$ cat src/rtl/servo_pulse_capture_pkg.sv
// rtl/servo_pulse_capture_pkg.sv - shared servo timing constants, capture FSM states and helpers
package servo_pulse_capture_pkg;

    // 25 MHz system clock; shared with the servo PWM generator
    localparam int TICKS_PER_US = 25;
    localparam int US_W         = 32;

    typedef enum logic [1:0] {
        ST_ARM  = 2'd0,
        ST_HIGH = 2'd1,
        ST_LOW  = 2'd2,
        ST_LOST = 2'd3
    } capture_state_t;

    // Saturating increment: counts stop at lim so they can never wrap
    function automatic logic [US_W-1:0] sat_inc(
        input logic [US_W-1:0] value,
        input logic            inc,
        input logic [US_W-1:0] lim
    );
        if (inc && (value < lim)) begin
            return value + 1'b1;
        end
        return value;
    endfunction

    // Inclusive window test used for the in_range flag
    function automatic logic in_window(
        input logic [US_W-1:0] value,
        input logic [US_W-1:0] lo,
        input logic [US_W-1:0] hi
    );
        return (value >= lo) && (value <= hi);
    endfunction

endpackage

$ cat src/rtl/servo_pulse_capture_sync_edge_detect.sv
// rtl/servo_pulse_capture_sync_edge_detect.sv - 2-flop synchronizer plus registered rise/fall detector
module sync_edge_detect (
    input  logic CLK,
    input  logic RST,
    input  logic din,
    output logic rise,
    output logic fall
);

    logic       sync_q1;
    logic       sync_q2;
    logic       edge_q;
    logic [1:0] fill;
    logic       primed;

    // Edges are only trusted once every stage holds a real sample, so a line
    // already high at reset release is not mistaken for a rising edge.
    assign primed = (fill == 2'd3);

    // Synchronizer, history register and single-cycle edge strobes
    always_ff @(posedge CLK or posedge RST) begin
        if (RST) begin
            sync_q1 <= 1'b0;
            sync_q2 <= 1'b0;
            edge_q  <= 1'b0;
            fill    <= 2'd0;
            rise    <= 1'b0;
            fall    <= 1'b0;
        end else begin
            sync_q1 <= din;
            sync_q2 <= sync_q1;
            edge_q  <= sync_q2;
            if (!primed) begin
                fill <= fill + 2'd1;
            end
            rise <= primed &  sync_q2 & ~edge_q;
            fall <= primed & ~sync_q2 &  edge_q;
        end
    end

endmodule

$ cat src/rtl/servo_pulse_capture.sv
// rtl/servo_pulse_capture.sv - servo PWM high-time and period capture with range and timeout flags
module servo_pulse_capture #(
    parameter int TICKS_PER_US = servo_pulse_capture_pkg::TICKS_PER_US,
    parameter int MIN_US       = 500,
    parameter int MAX_US       = 2500,
    parameter int TIMEOUT_US   = 25000
) (
    input  logic        CLK,
    input  logic        RST,
    input  logic        PMOD,
    output logic [31:0] pulse_us,
    output logic [31:0] period_us,
    output logic        valid,
    output logic        in_range,
    output logic        timeout
);

    import servo_pulse_capture_pkg::*;

    localparam int              PW         = (TICKS_PER_US > 1) ? $clog2(TICKS_PER_US) : 1;
    localparam logic [PW-1:0]   PRESC_LAST = PW'(TICKS_PER_US - 1);
    localparam logic [US_W-1:0] LIM        = US_W'(TIMEOUT_US);
    localparam logic [US_W-1:0] LO         = US_W'(MIN_US);
    localparam logic [US_W-1:0] HI         = US_W'(MAX_US);

    capture_state_t  state;
    capture_state_t  state_next;

    logic            rise;
    logic            fall;

    logic [PW-1:0]   presc;
    logic            tick;
    logic [US_W-1:0] phase_cnt;
    logic [US_W-1:0] period_cnt;
    logic [US_W-1:0] phase_next;
    logic [US_W-1:0] period_next;
    logic [US_W-1:0] high_lat;
    logic            phase_expired;

    logic            clr_all;
    logic            clr_phase;
    logic            latch_high;
    logic            emit;
    logic            set_to;
    logic            clr_to;

    sync_edge_detect u_sync (
        .CLK  (CLK),
        .RST  (RST),
        .din  (PMOD),
        .rise (rise),
        .fall (fall)
    );

    // Values the counters take at the coming edge; latching these (rather than
    // the current count) makes the measured width floor(ticks / TICKS_PER_US).
    assign tick          = (presc == PRESC_LAST);
    assign phase_next    = sat_inc(phase_cnt, tick, LIM);
    assign period_next   = sat_inc(period_cnt, tick, LIM);
    assign phase_expired = (phase_next >= LIM);

    // FSM state register
    always_ff @(posedge CLK or posedge RST) begin
        if (RST) begin
            state <= ST_ARM;
        end else begin
            state <= state_next;
        end
    end

    // Next-state and control strobes; an edge always takes priority over a timeout
    always_comb begin
        state_next = state;
        clr_all    = 1'b0;
        clr_phase  = 1'b0;
        latch_high = 1'b0;
        emit       = 1'b0;
        set_to     = 1'b0;
        clr_to     = 1'b0;
        unique case (state)
            ST_ARM: begin
                if (rise) begin
                    state_next = ST_HIGH;
                    clr_all    = 1'b1;
                end
            end
            ST_HIGH: begin
                if (fall) begin
                    state_next = ST_LOW;
                    latch_high = 1'b1;
                    clr_phase  = 1'b1;
                end else if (phase_expired) begin
                    state_next = ST_LOST;
                    set_to     = 1'b1;
                end
            end
            ST_LOW: begin
                if (rise) begin
                    state_next = ST_HIGH;
                    clr_all    = 1'b1;
                    emit       = 1'b1;
                end else if (phase_expired) begin
                    state_next = ST_LOST;
                    set_to     = 1'b1;
                end
            end
            ST_LOST: begin
                if (rise) begin
                    state_next = ST_HIGH;
                    clr_all    = 1'b1;
                    clr_to     = 1'b1;
                end
            end
            default: begin
                state_next = ST_ARM;
            end
        endcase
    end

    // Tick prescaler and µs counters; phase restarts on each edge, period on each rise
    always_ff @(posedge CLK or posedge RST) begin
        if (RST) begin
            presc      <= '0;
            phase_cnt  <= '0;
            period_cnt <= '0;
        end else begin
            if (clr_all || tick) begin
                presc <= '0;
            end else begin
                presc <= presc + 1'b1;
            end
            if (clr_all || clr_phase) begin
                phase_cnt <= '0;
            end else begin
                phase_cnt <= phase_next;
            end
            if (clr_all) begin
                period_cnt <= '0;
            end else begin
                period_cnt <= period_next;
            end
        end
    end

    // High time is held internally until the frame closes so outputs move only with valid
    always_ff @(posedge CLK or posedge RST) begin
        if (RST) begin
            high_lat <= '0;
        end else if (latch_high) begin
            high_lat <= phase_next;
        end
    end

    // Published results, the valid strobe and the range flag
    always_ff @(posedge CLK or posedge RST) begin
        if (RST) begin
            pulse_us  <= '0;
            period_us <= '0;
            in_range  <= 1'b0;
            valid     <= 1'b0;
        end else begin
            valid <= emit;
            if (emit) begin
                pulse_us  <= high_lat;
                period_us <= period_next;
                in_range  <= in_window(high_lat, LO, HI);
            end
        end
    end

    // Signal-lost level flag, cleared only by the rise that restarts capture
    always_ff @(posedge CLK or posedge RST) begin
        if (RST) begin
            timeout <= 1'b0;
        end else if (set_to) begin
            timeout <= 1'b1;
        end else if (clr_to) begin
            timeout <= 1'b0;
        end
    end

endmodule

$ cat config.mk
export PLATFORM = sky130hd
export DESIGN_NAME = servo_pulse_capture
export DESIGN_NICKNAME = d
export VERILOG_FILES = /design/src/rtl/servo_pulse_capture_pkg.sv /design/src/rtl/servo_pulse_capture_sync_edge_detect.sv /design/src/rtl/servo_pulse_capture.sv
export SDC_FILE = /design/constraint.sdc
export NUM_CORES = 1
export LEC_CHECK = 0
export ABC_AREA = 1
export CORE_MARGIN = 4
export CORE_UTILIZATION = 50
export CTS_CLUSTER_SIZE = 8
export DETAILED_ROUTE_END_ITERATION = 8
export HOLD_SLACK_MARGIN = 0.1
export PLACE_DENSITY = 0.71
export SLEW_MARGIN = 20
export SYNTH_ARGS = -nofsm -noshare
export SYNTH_HDL_FRONTEND = slang
export SYNTH_SLANG_ARGS = --single-unit
$ cat constraint.sdc
create_clock -name CLK -period 6.58 [get_ports CLK]
set_input_delay 1.316 -clock CLK [delete_from_list [all_inputs] [get_ports CLK]]
set_output_delay 1.316 -clock CLK [all_outputs]
set_load 0.01 [all_outputs]
==> flow_results.xml <==
<?xml version="1.0" encoding="UTF-8"?>
<metrics>
  <group name="status">
    <metric name="status" unit="">complete, no violations</metric>
  </group>
  <group name="finish">
    <metric name="post_route_cells_drive_above_1_share" unit="%">6.87</metric>
    <metric name="layout.nets" unit="">1004</metric>
    <metric name="flow.area_growth_from_synthesis" unit="%">18.4</metric>
    <metric name="antenna_diode_count" unit="">0</metric>
  </group>
  <group name="synth">
    <metric name="synth_edf_count" unit="">0</metric>
    <metric name="avgSynthCellArea" unit="µm²">8.50</metric>
    <metric name="post_synth_instance_area" unit="µm²">7880</metric>
    <metric name="synthArstFlopShare" unit="%">100</metric>
    <metric name="ys_warn_count" unit="">0</metric>
    <metric name="mappedNetlistNets" unit="">939</metric>
    <metric name="post_synthesis_instance_total" unit="">927</metric>
    <metric name="synth_ff_type" unit="">dfrtp_1</metric>
    <metric name="netlist_top_cells_area" unit="">dfrtp_1 56%, nand2_1 13%, nor2_1 5.3%</metric>
    <metric name="yosys.area.top_type_share" unit="%">56.2</metric>
    <metric name="synth-seq-area-share" unit="%">56.2</metric>
    <metric name="synth_top_area_cell" unit="">dfrtp_1</metric>
    <metric name="ys_seq_elements" unit="">177</metric>
    <metric name="ys_top_cells_by_count" unit="">265 x nand2_1, 177 x dfrtp_1, 111 x nor2_1</metric>
    <metric name="post-synth-top-count-cell" unit="">nand2_1</metric>
    <metric name="synthDistinctLibCells" unit="">42</metric>
  </group>
  <group name="power_and_ir_drop">
    <metric name="total_leakage_power" unit="nW">4.45</metric>
    <metric name="power_density" unit="nW/µm²">252</metric>
    <metric name="irDropWorstVdd" unit="V">0.000188</metric>
  </group>
  <group name="clocking">
    <metric name="cts-root-buf" unit="">clkbuf_16</metric>
    <metric name="clock_path_buffers" unit="">2</metric>
    <metric name="clock_sink_count" unit="">177</metric>
    <metric name="cts_resized" unit="">0</metric>
    <metric name="cts-buffers-inserted" unit="">17</metric>
    <metric name="clock_latency" unit="ps">430</metric>
    <metric name="cts_tree" unit="">done</metric>
    <metric name="cts.repair_timing.setup_buffer_count" unit="">0</metric>
    <metric name="number_of_buffers_added_to_fix_hold_violations_after_cts" unit="">0</metric>
    <metric name="cts.reportedPaths.clkPinSlew" unit="ps">60</metric>
    <metric name="htreeDepth" unit="">4</metric>
  </group>
  <group name="sta">
    <metric name="setup_total_negative_slack" unit="ps">0</metric>
    <metric name="count_of_final_hold_check_violations" unit="">0</metric>
    <metric name="period_share" unit="%">42.0</metric>
    <metric name="max_freq" unit="GHz">0.362</metric>
    <metric name="clock_skew" unit="ps">12.3</metric>
    <metric name="timing.final.setup_violations" unit="">0</metric>
    <metric name="finalHoldWorstSlack" unit="ps">352</metric>
    <metric name="worst_slew_pin_slew" unit="ps">971</metric>
    <metric name="rsz0062_at_grt" unit="">no</metric>
    <metric name="timing.final.crit_period" unit="ps">2760</metric>
    <metric name="max_slew_margin" unit="%">35.3</metric>
    <metric name="final-max-slew-violation-count" unit="">0</metric>
  </group>
  <group name="critical_path">
    <metric name="crit_path_arrival_time" unit="ps">3070</metric>
    <metric name="crit_type" unit="">flip-flop to flip-flop</metric>
    <metric name="setup_crit_start_kind" unit="">flip-flop</metric>
    <metric name="startpoint" unit="">presc[0]</metric>
    <metric name="worstReg2RegEnd" unit="">state[1]</metric>
    <metric name="timing.critical_path.to_type" unit="">flip-flop</metric>
    <metric name="capturing_instance_or_port_of_the_critical_path" unit="">state[1]</metric>
    <metric name="timing.critical_path.fanout_max" unit="">17</metric>
    <metric name="reg2reg_slack" unit="ps">3820</metric>
    <metric name="reg2reg_depth" unit="">16</metric>
    <metric name="critical_path_required" unit="ps">6890</metric>
    <metric name="worst_r2r_startpoint" unit="">presc[0]</metric>
  </group>
  <group name="detailed_routing">
    <metric name="detail_route.drc_violations" unit="">0</metric>
    <metric name="postRouteWirelength" unit="µm">16400</metric>
    <metric name="route.detailed.wl_per_inst" unit="µm">13.4</metric>
    <metric name="via_count" unit="">6074</metric>
    <metric name="pre_antenna_drt_iters" unit="">5</metric>
    <metric name="detail_route.vias_per_cell" unit="">5.00</metric>
    <metric name="drtIter0Drc" unit="">435</metric>
    <metric name="final_antenna_net_count" unit="">0</metric>
  </group>
  <group name="grt">
    <metric name="overflow_after_grt" unit="">0</metric>
    <metric name="wire_length_of_the_first_global_routing_pass" unit="µm">29100</metric>
    <metric name="via_count_of_the_first_global_routing_pass" unit="">6139</metric>
    <metric name="maximum_number_of_pins_on_one_net_before_global_route_repair" unit="">108</metric>
    <metric name="grt_use_total" unit="%">19.9</metric>
    <metric name="grt_antenna_before_repair" unit="">0</metric>
  </group>
  <group name="die">
    <metric name="start_util" unit="%">51.5</metric>
    <metric name="die_h" unit="µm">134</metric>
    <metric name="die_area" unit="µm²">17800</metric>
    <metric name="dieWidth" unit="µm">134</metric>
    <metric name="num_rows" unit="">45</metric>
    <metric name="placeableCoreArea" unit="µm²">15300</metric>
    <metric name="design.portCount" unit="">70</metric>
  </group>
  <group name="placed_design">
    <metric name="io_buffers" unit="">69</metric>
    <metric name="dp_hpwl" unit="µm">11300</metric>
    <metric name="globalplace.congestion" unit="">0.870</metric>
  </group>
  <group name="min_path">
    <metric name="holdCritPathClass" unit="">flip-flop to flip-flop</metric>
  </group>
  <group name="run">
    <metric name="max_cap_viol_count" unit="">0</metric>
  </group>
</metrics>
-- layout make-up --
type	count	area [µm²]
sequential	177	4430
multi-input combinational	617	2960
tap	211	264
clock buffer	21	450
fill	1338	5980
clock inverter	11	105
inverter	105	399
timing repair buffer	74	728
-- critical path, stage by stage, from the launching register on --
cell and delay (ps):
dfrtp_1 410, inv_1 70, ha_1 130, inv_1 40
nor2_1 60, and3_1 560, nand3_4 330, nand2_1 190
nand2_1 90, nor2_1 170, nand2_1 90, nand2_1 80
nand2_1 60, nor2_2 100, nand2_1 80, o21ai_1 110
o21ai_1 80
-- per-layer routing --
layer | global-route usage (%) | up-vias | part of all wire (%) | wire, µm
met5 | 0 | - | 0 | 0
met4 | 5.60 | 0 | 1.4 | 226
met3 | 4.12 | 18 | 3.9 | 633
met2 | 33.2 | 107 | 49 | 8090
met1 | 26.6 | 2894 | 45 | 7400
li1 | - | 3055 | - | -
-- registers in the layout, indices dropped and copies added, names as in the netlist --
register and flops:
high_lat 32, period_cnt 32, period_us 32, phase_cnt 32, pulse_us 32, presc 5
state 2, u_sync.fill 2, in_range 1, timeout 1, u_sync.edge_q 1, u_sync.fall 1
u_sync.rise 1, u_sync.sync_q1 1, u_sync.sync_q2 1, valid 1
-- worst min-delay path by stage --
stage                         from  slack (ps)             end  depth (start not counted)
floorplan           u_sync.sync_q1         330  u_sync.sync_q2                          0
global placement    u_sync.sync_q1         330  u_sync.sync_q2                          0
detailed placement  u_sync.sync_q1         340  u_sync.sync_q2                          0
CTS                 u_sync.sync_q1         350  u_sync.sync_q2                          0
global route        u_sync.sync_q1         370  u_sync.sync_q2                          0
finish              u_sync.sync_q1         350  u_sync.sync_q2                          0
-- per-stage QoR --
step | cells | area [µm²] | worst slack, ps | util, % | power [mW]
global placement | 1184 | 8770 | 3550 | 57.3 | 1.42
CTS | 1216 | 9330 | 3810 | 60.9 | 2.38
global route | 1216 | 9330 | 3500 | 60.9 | 2.47
floorplan | 927 | 7880 | 462 | - | 1.36
detailed placement | 1184 | 8770 | 3540 | 57.3 | 1.43
finish | 1216 | 9330 | 3820 | 60.9 | 2.35
-- report_power, final --
group	switching (mW)	leakage, nW	internal [mW]
Sequential	0.0318	2.44	1.12
Clock	0.415	0.260	0.533
Combinational	0.178	1.74	0.0737
-- placed cells by master, fill, tap and decap left out, types with 2 or more instances in the layout --
cell type / instances
xnor2_1: 8
nand3_1: 30
nand4_1: 21
clkinv_2: 2
ha_1: 9
clkbuf_16: 17
nand2_2: 6
buf_4: 5
nor4_1: 8
o21ai_1: 4
o2111ai_1: 3
inv_6: 4
nor2_1: 110
dfrtp_1: 177
inv_1: 98
nand3_4: 2
nor3_1: 11
clkdlybuf4s50_1: 69
a21oi_1: 15
inv_2: 4
xor2_1: 14
nor2_2: 10
nand2_4: 2
o21a_1: 2
clkinvlp_4: 4
clkinv_1: 2
o21ai_0: 81
mux2_2: 2
nand2_1: 263
clkbuf_1: 3
o21ai_2: 2
-- logic make-up (layout without fill, tap and decap cells) --
| family | after synthesis | in the layout | share of synthesized area (%) |
|---|---|---|---|
| AND/OR/NAND/NOR | 471 | 471 | 25.5 |
| flip-flops | 177 | 177 | 56.2 |
| buffers and inverters | 133 | 211 | 6.46 |
| AO/OA/AOI/OAI | 112 | 112 | 7.60 |
| XOR/XNOR | 22 | 22 | 2.44 |
| adder cells (fa/ha/maj) | 9 | 9 | 1.43 |
| multiplexers | 3 | 3 | 0.413 |
Power figures use the tool's default switching activity.
